===== config.mk =====
export PLATFORM = sky130hd
export DESIGN_NAME = data_mem_responder
export DESIGN_NICKNAME = d
export VERILOG_FILES = /design/src/rtl/data_mem_responder.sv
export SDC_FILE = /design/constraint.sdc
export NUM_CORES = 1
export LEC_CHECK = 0
export ABC_AREA = 1
export CAP_MARGIN = 20
export CORE_MARGIN = 2
export CORE_UTILIZATION = 54
export CTS_CLUSTER_SIZE = 24
export DETAILED_ROUTE_END_ITERATION = 10
export GPL_TIMING_DRIVEN = 0
export PLACE_DENSITY = 0.75
export SYNTH_ARGS = -nofsm -noshare
export SYNTH_HDL_FRONTEND = slang
export SYNTH_SLANG_ARGS = --single-unit

===== constraint.sdc =====
create_clock -name clk -period 2.5 [get_ports clk]
set_clock_uncertainty 0.15 [all_clocks]
set_input_delay 0.625 -clock clk [delete_from_list [all_inputs] [get_ports clk]]
set_output_delay 0.625 -clock clk [all_outputs]
set_load 0.02 [all_outputs]

===== src/rtl/data_mem_responder.sv =====
// data_mem_responder: memory-side responder for the datapath load/store port.
// It accepts one request at a time and holds it for a fixed number of wait
// states. A store is committed to the internal array and a load returns the
// array word. Each request ends with a one-cycle ack. Addresses at or above
// DEPTH are acknowledged with err=1 and never touch the array.
module data_mem_responder #(
  parameter int DATA_W      = 8,
  parameter int ADDR_W      = 8,
  parameter int DEPTH       = 17,
  parameter int WAIT_CYCLES = 2
) (
  input  logic              clk,
  input  logic              rst,
  input  logic              req,
  input  logic              we,
  input  logic [ADDR_W-1:0] addr,
  input  logic [DATA_W-1:0] wdata,
  output logic [DATA_W-1:0] rdata,
  output logic              ack,
  output logic              err,
  output logic              busy
);

  localparam int              IDX_W     = (DEPTH > 1) ? $clog2(DEPTH) : 1;
  localparam logic [3:0]      WAIT_INIT = 4'(WAIT_CYCLES);
  // One extra bit so that DEPTH == 2**ADDR_W still compares correctly.
  localparam logic [ADDR_W:0] DEPTH_CMP = (ADDR_W + 1)'(DEPTH);

  typedef enum logic [1:0] {
    S_IDLE,
    S_WAIT,
    S_RESP
  } state_t;

  state_t            state;
  logic [3:0]        cnt;
  logic [ADDR_W-1:0] lat_addr;
  logic              lat_we;
  logic [DATA_W-1:0] lat_wdata;

  logic [DATA_W-1:0] mem [DEPTH];
  logic [DATA_W-1:0] mem_rd;

  logic              wr_en;
  logic [IDX_W-1:0]  wr_idx;
  logic [DATA_W-1:0] wr_data;

  function automatic logic in_range(input logic [ADDR_W-1:0] a);
    return {1'b0, a} < DEPTH_CMP;
  endfunction

  assign mem_rd = mem[lat_addr[IDX_W-1:0]];

  // Select the store that commits on the edge entering RESP: the live request
  // fields when there are no wait states, otherwise the latched copies.
  always_comb begin
    // NOTE: every signal assigned here gets a default first, so no path can leave one unassigned and infer a latch.
    wr_en   = 1'b0;
    wr_idx  = lat_addr[IDX_W-1:0];
    wr_data = lat_wdata;
    if (state == S_IDLE) begin
      if (WAIT_INIT == 4'd0 && req && we && in_range(addr)) begin
        wr_en   = 1'b1;
        wr_idx  = addr[IDX_W-1:0];
        wr_data = wdata;
      end
    end else if (state == S_WAIT) begin
      if (cnt <= 4'd1 && lat_we && in_range(lat_addr)) begin
        wr_en = 1'b1;
      end
    end
  end

  // Data array write port.
  always_ff @(posedge clk) begin
    // NOTE: the array has no reset; its contents survive rst and stay undefined until written.
    if (wr_en) begin
      mem[wr_idx] <= wr_data;
    end
  end

  // Request FSM with registered handshake and response outputs.
  always_ff @(posedge clk or negedge rst) begin
    // NOTE: state registers use non-blocking assignments only, so every register samples pre-edge values.
    if (!rst) begin
      state     <= S_IDLE;
      cnt       <= 4'd0;
      lat_addr  <= '0;
      lat_we    <= 1'b0;
      lat_wdata <= '0;
      rdata     <= '0;
      ack       <= 1'b0;
      err       <= 1'b0;
      busy      <= 1'b0;
    end else begin
      case (state)
        S_IDLE: begin
          ack   <= 1'b0;
          err   <= 1'b0;
          rdata <= '0;
          busy  <= 1'b0;
          if (req) begin
            lat_addr  <= addr;
            lat_we    <= we;
            lat_wdata <= wdata;
            cnt       <= WAIT_INIT;
            busy      <= 1'b1;
            state     <= (WAIT_INIT != 4'd0) ? S_WAIT : S_RESP;
          end
        end
        S_WAIT: begin
          cnt <= cnt - 4'd1;
          if (cnt <= 4'd1) begin
            state <= S_RESP;
          end
        end
        S_RESP: begin
          ack  <= 1'b1;
          busy <= 1'b1;
          if (!in_range(lat_addr)) begin
            err   <= 1'b1;
            rdata <= '0;
          end else begin
            err   <= 1'b0;
            rdata <= lat_we ? lat_wdata : mem_rd;
          end
          state <= S_IDLE;
        end
        default: begin
          state <= S_IDLE;
        end
      endcase
    end
  end

endmodule


Word-level counts from Yosys, hierarchy flattened
Memory sizes are Yosys's and may differ from the RTL's.
Cells that the tools add are included.
{ "totals": {"n_memories": 1, "ram_bits": 136, "register_bits": 34, "elab_cells": 43, "inputBits": 20} }
{ "classes": {"n_mux": 18, "add_sub_neg": 1, "magnitude_cmp": 2, "eq_ne": 4, "reduce_logical": 8} }
{ "mem_list": {"columns": ["memory", "depth", "word_bits", "read_ports", "rd_clocked_by_memory_dff", "write_ports", "line", "rtl"], "rows": [
  ["mem", 17, 8, 1, 0, 1, "41", "logic [DATA_W-1:0] mem [DEPTH];"]
]} }
{ "op_table": {"columns": ["operator", "count"], "rows": [
  ["$mux 8", 2],
  ["$pmux 8 s2", 1],
  ["$lt 8x5->1 const B", 1],
  ["$pmux 4 s2", 1],
  ["$mux 1", 7],
  ["$pmux 1 s2", 3],
  ["$reduce_and 2->1", 3],
  ["$le 4x1->1 const B", 1],
  ["$mux 2", 2],
  ["$mux 4", 1],
  ["$pmux 2 s2", 1],
  ["$reduce_bool 2->1", 2],
  ["$sub 4x1->4 const B", 1],
  ["$eq 2x1->1 const B", 1],
  ["$eq 2x2->1 const B", 1],
  ["$logic_and 1x1->1", 2],
  ["$logic_not 2->1", 1],
  ["$ne 2x1->1 const B", 1],
  ["$ne 2x2->1 const B", 1]
]} }

Logic depth before layout (Yosys ltp)
Gate-level depths: netlist of the first run.
{ "logic_depth": {"depth_word": 8, "mapped_depth": 12} }

Worst setup path after synthesis of the first run
No wires, ideal clock.
{ "synth_timing": {"path_kind": "reg2reg", "startpoint": "register lat_addr[1]", "endpoint": "memory mem[16][0], enable pin", "setup_slack_ns": 0.102, "required_ns": 1.952, "arrival_time_ns": 1.850, "path_stages_with_launch": 7, "n_path_buf": 1, "cell_sequence": "dfrtp_1 -> buf_4 -> nor2_8 -> nand2_2 -> nand2_1 -> nand2_2 -> nor4b_1"} }
{ "synth_via": {"elab_chain_len": 7} }
{ "synth_lines": {"columns": ["element", "line", "rtl"], "rows": [
  ["start: declaration", "37", "logic [ADDR_W-1:0] lat_addr;"],
  ["start signal: assignment", "103", "lat_addr <= addr;"],
  ["$lt 8x5->1", "49", "return {1'b0, a} < DEPTH_CMP;"],
  ["$logic_and 1x1->1", "68", "if (cnt <= 4'd1 && lat_we && in_range(lat_addr)) begin"],
  ["$mux 1", "68", null],
  ["$mux 1", "67", "end else if (state == S_WAIT) begin"],
  ["$mux 1", "61", "if (state == S_IDLE) begin"],
  ["$mux 1", "77", "if (wr_en) begin"],
  ["$mux 1 (not written as such)", "78", "mem[wr_idx] <= wr_data;"],
  ["end: declaration", "41", null]
]} }
Several ways; a longest one is shown, not always the timed one.

Worst setup path in the final report of the first run
{ "layout_timing": {"startpoint": "register cnt[0]", "endpoint": "memory mem[12][0], enable pin"} }
{ "layout_via": {"elab_chain_len": 8} }
{ "layout_lines": {"columns": ["element", "line", "rtl"], "rows": [
  ["start: declaration", "36", "logic [3:0] cnt;"],
  ["start signal: assignment", "112", "cnt <= cnt - 4'd1;"],
  ["$le 4x1->1", "68", null],
  ["$logic_and 1x1->1 (2 in series)", "68", null],
  ["$mux 1", "68", null],
  ["$mux 1", "67", null],
  ["$mux 1", "61", null],
  ["$mux 1", "77", null],
  ["$mux 1 (not written as such)", "78", null]
]} }
Every way passes these cells.

==> flow_summary.ini, run 1 <==
[layout]
num_antenna_cells = 0
most-common-layout-cells = 370 x nand2_1, 136 x edfxtp_1, 34 x dfrtp_1
fin_util_pct = 64.01
n_fill_cell = 971
final_cells = 928
nets = 761
drive_above_1_share_pct = 11.57
regArea_mm2 = 0.004935
multiInputGateArea_mm2 = 0.002122
layout_commonest_cell = nand2_1
areaGrowthSynthToFinish_pct = 17.11

[pwr]
p_leak_nw = 3.479
powerDensity_mw_per_mm2 = 1145
peakVddDrop_mv = 0.5787
total_power_w = 0.009593

[route]
totalWireLength_um = 16830
drtIter0Drc = 476
ant_nets = 0
drt_drc_violations_left = 0
drtPass1Iterations = 7
vias_per_cell = 5.324
via_count = 4941
avgRoutedWirePerCell_um = 18.13

[sta]
min_period_ps = 2401
worst_pin_slew_ps = 804.0
whs_ps = 110.9
rsz0062_at_grt = no
setup_viol = 0
finalCritPeriodShare_pct = 96.02
max-slew-margin-rel_pct = 46.40
drv_slew = 0
fmax_mhz = 416.6
hold_viol = 0

[yosys]
synth_nets = 713
synth_cells = 691
synth_edf_count = 136
synthAdderAreaFrac_pct = 0.3499
async_flop_share_pct = 20.00
syn_area_mm2 = 0.007152
yosysWarningCount = 0
synthSimpleGateAreaFrac_pct = 24.37
synthMuxAreaShare_pct = 0.1400
synth_top_family_by_area = simple AND/OR/NAND/NOR gates
syn_avg_cell_area_um2 = 10.35
synth-xor-area-share_pct = 0.1225
ys_seq_area_share_pct = 69.00
ys.flop_type = edfxtp_1
synth_compound_area_share_pct = 2.554
synth_seq_cells = 170
synth.distinct_cells = 28

[cts]
cts.clk_slew.worst_paths_ps = 60
h-tree-depth = 4
clockBufferDepth = 2
cts_tree = yes
cts_setup_buffers = 0
cts_buffers = 17
cts-root-buf = clkbuf_16
cts.sinks = 170
clock_latency_ps = 430

[placement]
place_congestion = 0.9366
hpwl_um = 11200
portBuffers = 30
placedCellCount = 897

[critical_path]
start_kind = flip-flop
crit_required_ps = 2460
crit_fanout = 8
critical_path_arrival_ps = 2360
crit_path_end_kind = flip-flop
path_class = reg -> reg

[global_route]
antenna_found_initial = 0
overflow = 0
grt_max_degree = 35
grt_usage_pct = 25.01
grt_pass1_vias = 4829
grt_pass1_wl_um = 26110

[min_path]
hp-class = in -> async

[floorplan]
die_h_um = 119.1
core_area_mm2 = 0.01309
die_w_um = 119.1
initial_utilization_pct = 54.66
dieArea_mm2 = 0.01418
io_pins = 31
rows = 42

[status]
outcome = completed

[flow_run]
maxCapViolCount = 0
## cell families (layout without fill, tap and decap cells)
kind of cell,after synthesis,count (layout)
AO/OA/AOI/OAI,32,32
XOR/XNOR,1,1
buffers and inverters,48,109
AND/OR/NAND/NOR,437,437
adder cells (fa/ha/maj),2,2
multiplexers,1,1
flip-flops,170,170
## flip-flops by register name, indices dropped and copies added (netlist names)
register	cells
mem	136
lat_addr	8
lat_wdata	8
rdata	8
cnt	4
state	2
ack	1
busy	1
err	1
lat_we	1
## what timing repair did
item,CTS,global route
pin swaps,0,4
hold buffers,0,0
endpoints found under the hold margin,0,0
setup endpoints to repair,128,136
gates resized for setup,4,35
## power by group
| part | internal [W] | leakage (nW) | switching (W) | total (W) |
|---|---|---|---|---|
| registers | 0.00360 | 1.67 | 0.000529 | 0.00412 |
| logic | 0.000894 | 1.53 | 0.00209 | 0.00298 |
| clock network | 0.00147 | 0.283 | 0.00102 | 0.00249 |
## final cells by class
cell class                      instances  share of cell area, %
Clock buffer                           25                  5.886
Clock inverter                          7                 0.7918
Buffer                                 29                  2.106
Tap cell                              176                  2.629
Inverter                               18                 0.8067
Sequential cell                       170                  58.92
Multi-Input combinational cell        473                  25.34
Timing Repair Buffer                   30                  3.526
## routing by layer
metal | global-route usage [%] | routed length [um] | part of all wire (%) | up-vias
li1 | - | - | - | 2360
met5 | 0 | 0 | 0 | -
met4 | 8.482 | 311 | 1.8 | 0
met3 | 6.753 | 1445 | 8.6 | 29
met2 | 38.40 | 7940 | 47 | 223
met1 | 34.87 | 7128 | 42 | 2329
## final timing paths
check                      cells after the start   startpoint  slack [ps]          end
max                                            8       cnt[0]         100   mem[12][0]
min                                            1          rst         110       cnt[0]
max reg2reg                                    8       cnt[0]         100   mem[12][0]
min reg2reg                                    2  lat_addr[7]         330  lat_addr[7]
max in group asynchronous                      1          rst        1580          ack
min in group clk                               2  lat_addr[7]         330  lat_addr[7]
## cell usage after synthesis, types with 2 or more instances
cell type	instances	area (um^2)
a21oi_1	8	40.04
buf_1	2	7.510
nor2_1	21	78.83
o21bai_1	8	60.06
dfrtp_1	34	850.8
buf_2	14	70.07
o21ai_0	15	75.07
inv_1	16	60.06
nand2_2	3	18.77
nor3_2	4	40.04
clkbuf_1	5	18.77
inv_2	2	7.510
edfxtp_1	136	4084
ha_1	2	25.02
nand3_1	28	140.1
nand2_1	375	1408
buf_6	5	56.30
buf_4	3	22.52
## critical path, cell delays in order, from the launching register on
cell     delay [ps]
dfrtp_1         420
inv_1            90
ha_1            180
o21ai_0         150
nor2_1          220
nand2_2         140
nor2_4          200
nand2_2         190
nor2_4          330
## metrics by stage
stage               worst slack (ps)  setup TNS (ps)  cell area (um^2)
CTS                           -184.9          -16440              8243
floorplan                      102.2               0              7152
detailed placement            -184.5          -18230              7674
finish                         99.38               0              8376
global placement              -338.7           -6804              7672
global route                   1.218               0              8376
Power figures use the tool's default switching activity.
==> run 2, diff against run 1 <==
Settings changed: REMOVE_ABC_BUFFERS set to 1.
==> run 2 against run 1 <==
Against the previous run: via count increased by 1.6%; cell area increased by 2.9%; combinational power decreased by 12%; die area unchanged; global-route usage about the same; clock power increased by 5%; sequential power increased by 4%; final cell count decreased by 0.75%; routed wire length decreased by 0.71%; critical endpoint is now mem[12][3].
==> flow_summary.ini, run 2 (synthesis results as in run 1) <==
[route]
vias_per_cell = 5.453
totalWireLength_um = 16710
drtPass1Iterations = 5
ant_nets = 0
via_count = 5022
drtIter0Drc = 479
avgRoutedWirePerCell_um = 18.14
drt_drc_violations_left = 0

[floorplan]
dieArea_mm2 = 0.01418
core_area_mm2 = 0.01309
rows = 42
die_w_um = 119.1
io_pins = 31
die_h_um = 119.1
initial_utilization_pct = 54.66

[critical_path]
cp.depth = 10
crit_fanout = 48
path_cells = buf_12 > nor2_8 > nand2_2 > nand2_1 > nand2_2 > nor2_4 > buf_12 > nand2_4 > nor2_4 > buf_12
ff2ff_path_depth = 10
critical_path.slowest_cell = dfrtp_4
crit_top_cell = buf_12
cp-endpoint = mem[12][3]
crit_required_ps = 2490
critical_path_arrival_ps = 2410
startpoint = lat_addr[0]
path_delay_family = simple AND/OR/NAND/NOR gates
critPathBufInv = 3
rr_startpoint = lat_addr[0]
rrSetupSlack_ps = 80
r2r_end = mem[12][3]
start_kind = flip-flop
slowest_delay_ps = 570
path_class = reg -> reg
crit_path_end_kind = flip-flop

[sta]
finalCritPeriodShare_pct = 96.71
min_period_ps = 2418
whs_ps = 151.3
drv_slew = 0
setup_viol = 0
fmax_mhz = 413.6
hold_viol = 0
max-slew-margin-rel_pct = 37.27
worst_pin_slew_ps = 939.9

[layout]
drive_above_1_share_pct = 11.41
top_register = mem
nets = 754
num_antenna_cells = 0
fin_util_pct = 65.86
regArea_mm2 = 0.004940
most-common-layout-cells = 371 x nand2_1, 136 x edfxtp_1, 32 x dfrtp_1
layout_commonest_cell = nand2_1
multiInputGateArea_mm2 = 0.002140
largest_reg_flops = 136
areaGrowthSynthToFinish_pct = 20.50
n_fill_cell = 937

[cts]
h-tree-depth = 4
cts-root-buf = clkbuf_16
cts_buffers = 17
clockBufferDepth = 2
cts.clk_slew.worst_paths_ps = 70
clock_latency_ps = 430
cts_tree = yes
cts.sinks = 170

[global_route]
overflow = 0
grt_max_degree = 59
grt_usage_pct = 25.02
grt_pass1_vias = 5051
antenna_found_initial = 0
grt_pass1_wl_um = 26540

[pwr]
pwr-share-seq_pct = 45.1
powerDensity_mw_per_mm2 = 1104
p_int_w = 0.005991
peakVddDrop_mv = 0.8023
p_leak_nw = 3.584
power.switching_w = 0.003520
power_frac_clock_pct = 27.4
power_frac_comb_pct = 27.5
switching_share_pct = 37.01

[placement]
hpwl_um = 9520
portBuffers = 30
place_congestion = 0.8642

[status]
outcome = completed

[flow_run]
maxCapViolCount = 0

[min_path]
hp-class = in -> async
## run 2: power by group through the flow
stage	registers (W)	logic [W]	clock network, W
after global placement	0.00446	0.00210	0
final	0.00429	0.00261	0.00261
after detailed placement	0.00434	0.00238	0
after floorplan	0.00417	0.00145	0
after CTS	0.00428	0.00256	0.00262
after global routing	0.00434	0.00292	0.00274
## run 2: what timing repair did
action / in CTS / in global routing
endpoints found under the setup margin: 136 / 128
pin swaps: 18 / 1
resized for setup: 46 / 0
hold buffers: 0 / 0
setup buffers: 19 / 1
cloned: 0 / 0
## run 2: metrics by stage
stage	total power [W]	cells	TNS, ps	instance area, um^2	setup slack [ps]
finish	0.009512	921	0	8618	82.18
global route	0.009999	921	-21.89	8618	-4.476
CTS	0.009462	920	0	8598	40.74
detailed placement	0.006717	869	-56190	7542	-489.7
global placement	0.006562	867	-203030	7492	-1797
floorplan	0.005626	661	-42790	6972	-594.0
## run 2: area by class of cell
type                            instances  area share (%)
Clock buffer                           29           6.794
Inverter                               18          0.8420
Tap cell                              176           2.555
Sequential cell                       170           57.32
Multi-Input combinational cell        473           24.83
Timing Repair Buffer                   52           7.462
Clock inverter                          3          0.2033
## run 2: how the worst min path moves through the flow
stage / start / to / slack [ps] / cells after the start
detailed placement: busy / busy / 320 / 2
global placement: lat_addr[6] / lat_addr[6] / 320 / 2
CTS: rst / rdata[7] / 160 / 1
floorplan: rst / ack / 180 / 0
finish: rst / lat_wdata[7] / 150 / 1
global route: rst / rdata[1] / 210 / 1
## run 2: layer usage
metal  vias up  GRT usage, %  wire, um
met5         -             0         0
met3        44         5.172      1004
met2       188         42.46      8480
met1      2445         31.49      6664
li1       2345             -         -
met4         0         10.27       555
## run 2: worst register-to-register path, cell delays in order, from the launching register on
cell and delay [ps]:
dfrtp_4 570, buf_12 230, nor2_8 120, nand2_2 90, nand2_1 80, nand2_2 140
nor2_4 170, buf_12 150, nand2_4 90, nor2_4 200, buf_12 150
==> run 3, diff against run 2 <==
Settings changed: CAP_MARGIN 20 to not set.
==> run 3 against run 2 <==
Against the previous run: combinational power about the same; non-clock buffer count grew 3; cell area down 0.67%; total power decreased by 1.9%; first-iteration DRC count grew 32%; via count up 0.96%; count of clock-buffer cells in the layout grew 1; worst setup slack improved by 19 ps.
==> flow_summary.ini, run 3 (synthesis results as in run 1) <==
[critical_path]
crit_path_end_kind = flip-flop
critical_path_arrival_ps = 2350
cp.depth = 8
slowest_delay_ps = 680
ff2ff_path_depth = 8
crit_required_ps = 2450
crit_fanout = 37
path_class = reg -> reg
path_delay_family = simple AND/OR/NAND/NOR gates
critPathBufInv = 1
path_cells = nor2_8 > nand2_2 > nand2_1 > nand2_2 > nor2_4 > buf_12 > nand2_4 > nor2_4
start_kind = flip-flop
critical_path.slowest_cell = dfrtp_4

[status]
outcome = completed

[route]
drt_drc_violations_left = 0
drtPass1Iterations = 6
drtIter0Drc = 631
via_count = 5070
vias_per_cell = 5.481
avgRoutedWirePerCell_um = 18.07
totalWireLength_um = 16720
ant_nets = 0

[floorplan]
dieArea_mm2 = 0.01418
die_w_um = 119.1
die_h_um = 119.1
initial_utilization_pct = 54.66
core_area_mm2 = 0.01309
rows = 42
io_pins = 31

[global_route]
grt_pass1_vias = 5077
antenna_found_initial = 0
grt_usage_pct = 25.23
overflow = 0
grt_max_degree = 59
grt_pass1_wl_um = 26610

[sta]
setup_viol = 0
worst_pin_slew_ps = 895.7
hold_viol = 0
fmax_mhz = 416.9
finalCritPeriodShare_pct = 95.94
drv_slew = 0
min_period_ps = 2399
rsz0062_at_grt = no
finalSetupTns_ps = 0
max-slew-margin-rel_pct = 40.22
whs_ps = 155.1
fin_ws_ps = 101.5

[pwr]
peakVddDrop_mv = 0.5827
p_leak_nw = 3.558
powerDensity_mw_per_mm2 = 1090

[cts]
cts_tree = yes
cts-root-buf = clkbuf_16
cts_buffers = 17
cts.clk_slew.worst_paths_ps = 60
clock_latency_ps = 430
clockBufferDepth = 2
cts.sinks = 170
h-tree-depth = 4

[layout]
largest_reg_flops = 136
top_register = mem
num_antenna_cells = 0
nets = 758
drive_above_1_share_pct = 11.75
fin_util_pct = 65.42
areaGrowthSynthToFinish_pct = 19.70
n_fill_cell = 916
layout_commonest_cell = nand2_1
most-common-layout-cells = 370 x nand2_1, 136 x edfxtp_1, 31 x dfrtp_1

[flow_run]
maxCapViolCount = 0

[placement]
place_congestion = 0.8642
portBuffers = 30
hpwl_um = 9451
post-place-ws_ps = -829.6

[min_path]
hp-class = in -> async
-- run 3: cell types whose count changed in the layout (fill, tap and decap cells not counted), sizes merged --
| cell | change |
|---|---|
| clkbuf | +1 |
| buf | +3 |
-- run 3: layout make-up --
cell class | count | area [um^2] | area share, %
sequential | 170 | 4943 | 57.75
multi-input combinational | 473 | 2142 | 25.02
timing repair buffer | 55 | 645.6 | 7.542
clock buffer | 30 | 524.3 | 6.124
tap | 176 | 220.2 | 2.572
inverter | 18 | 70.07 | 0.8185
clock inverter | 2 | 10.01 | 0.1169
timing repair inverter | 1 | 5.005 | 0.05846
-- run 3: where the power goes --
part           internal, W  switching, W
Clock              0.00140      0.000973
Sequential         0.00360      0.000716
Combinational     0.000812       0.00182
Total              0.00582       0.00351
-- run 3: what timing repair did --
| action | 4_1_cts | 5_1_grt |
|---|---|---|
| hold buffers | 0 | 0 |
| setup buffers | 20 | 4 |
| gates resized for setup | 46 | 2 |
| endpoints found under the setup margin | 145 | 139 |
| pin swaps | 17 | 3 |
| gates cloned | 1 | 0 |
-- run 3: final timing paths --
| check | start | endpoint | slack (ps) |
|---|---|---|---|
| setup / recovery | lat_addr[1] | mem[1][2] | 100 |
| hold / removal | rst | busy | 160 |
| setup reg to reg | lat_addr[1] | mem[1][2] | 100 |
| hold reg to reg | lat_addr[5] | lat_addr[5] | 330 |
| max in group asynchronous | rst | lat_addr[0] | 1410 |
| min in group clk | lat_addr[5] | lat_addr[5] | 330 |
-- run 3: stage by stage --
stage	std cells	power, W	instance area (um^2)
3_5_place_dp	868	0.006663	7515
4_1_cts	921	0.009224	8527
3_3_place_gp	867	0.006562	7492
6_report	925	0.009329	8561
2_1_floorplan	661	0.005626	6972
5_1_grt	925	0.009821	8561
-- run 3: per-layer routing --
metal  routed length [um]  global-route usage, %  part of all wire (%)  vias to the layer above
met5                    0                      0                     0                        -
met4                  843                  16.07                   5.0                        0
met3                 1459                  5.747                   8.7                       73
met2                 8139                  39.87                    49                      268
met1                 6275                  31.56                    38                     2383
li1                     -                      -                     -                     2346
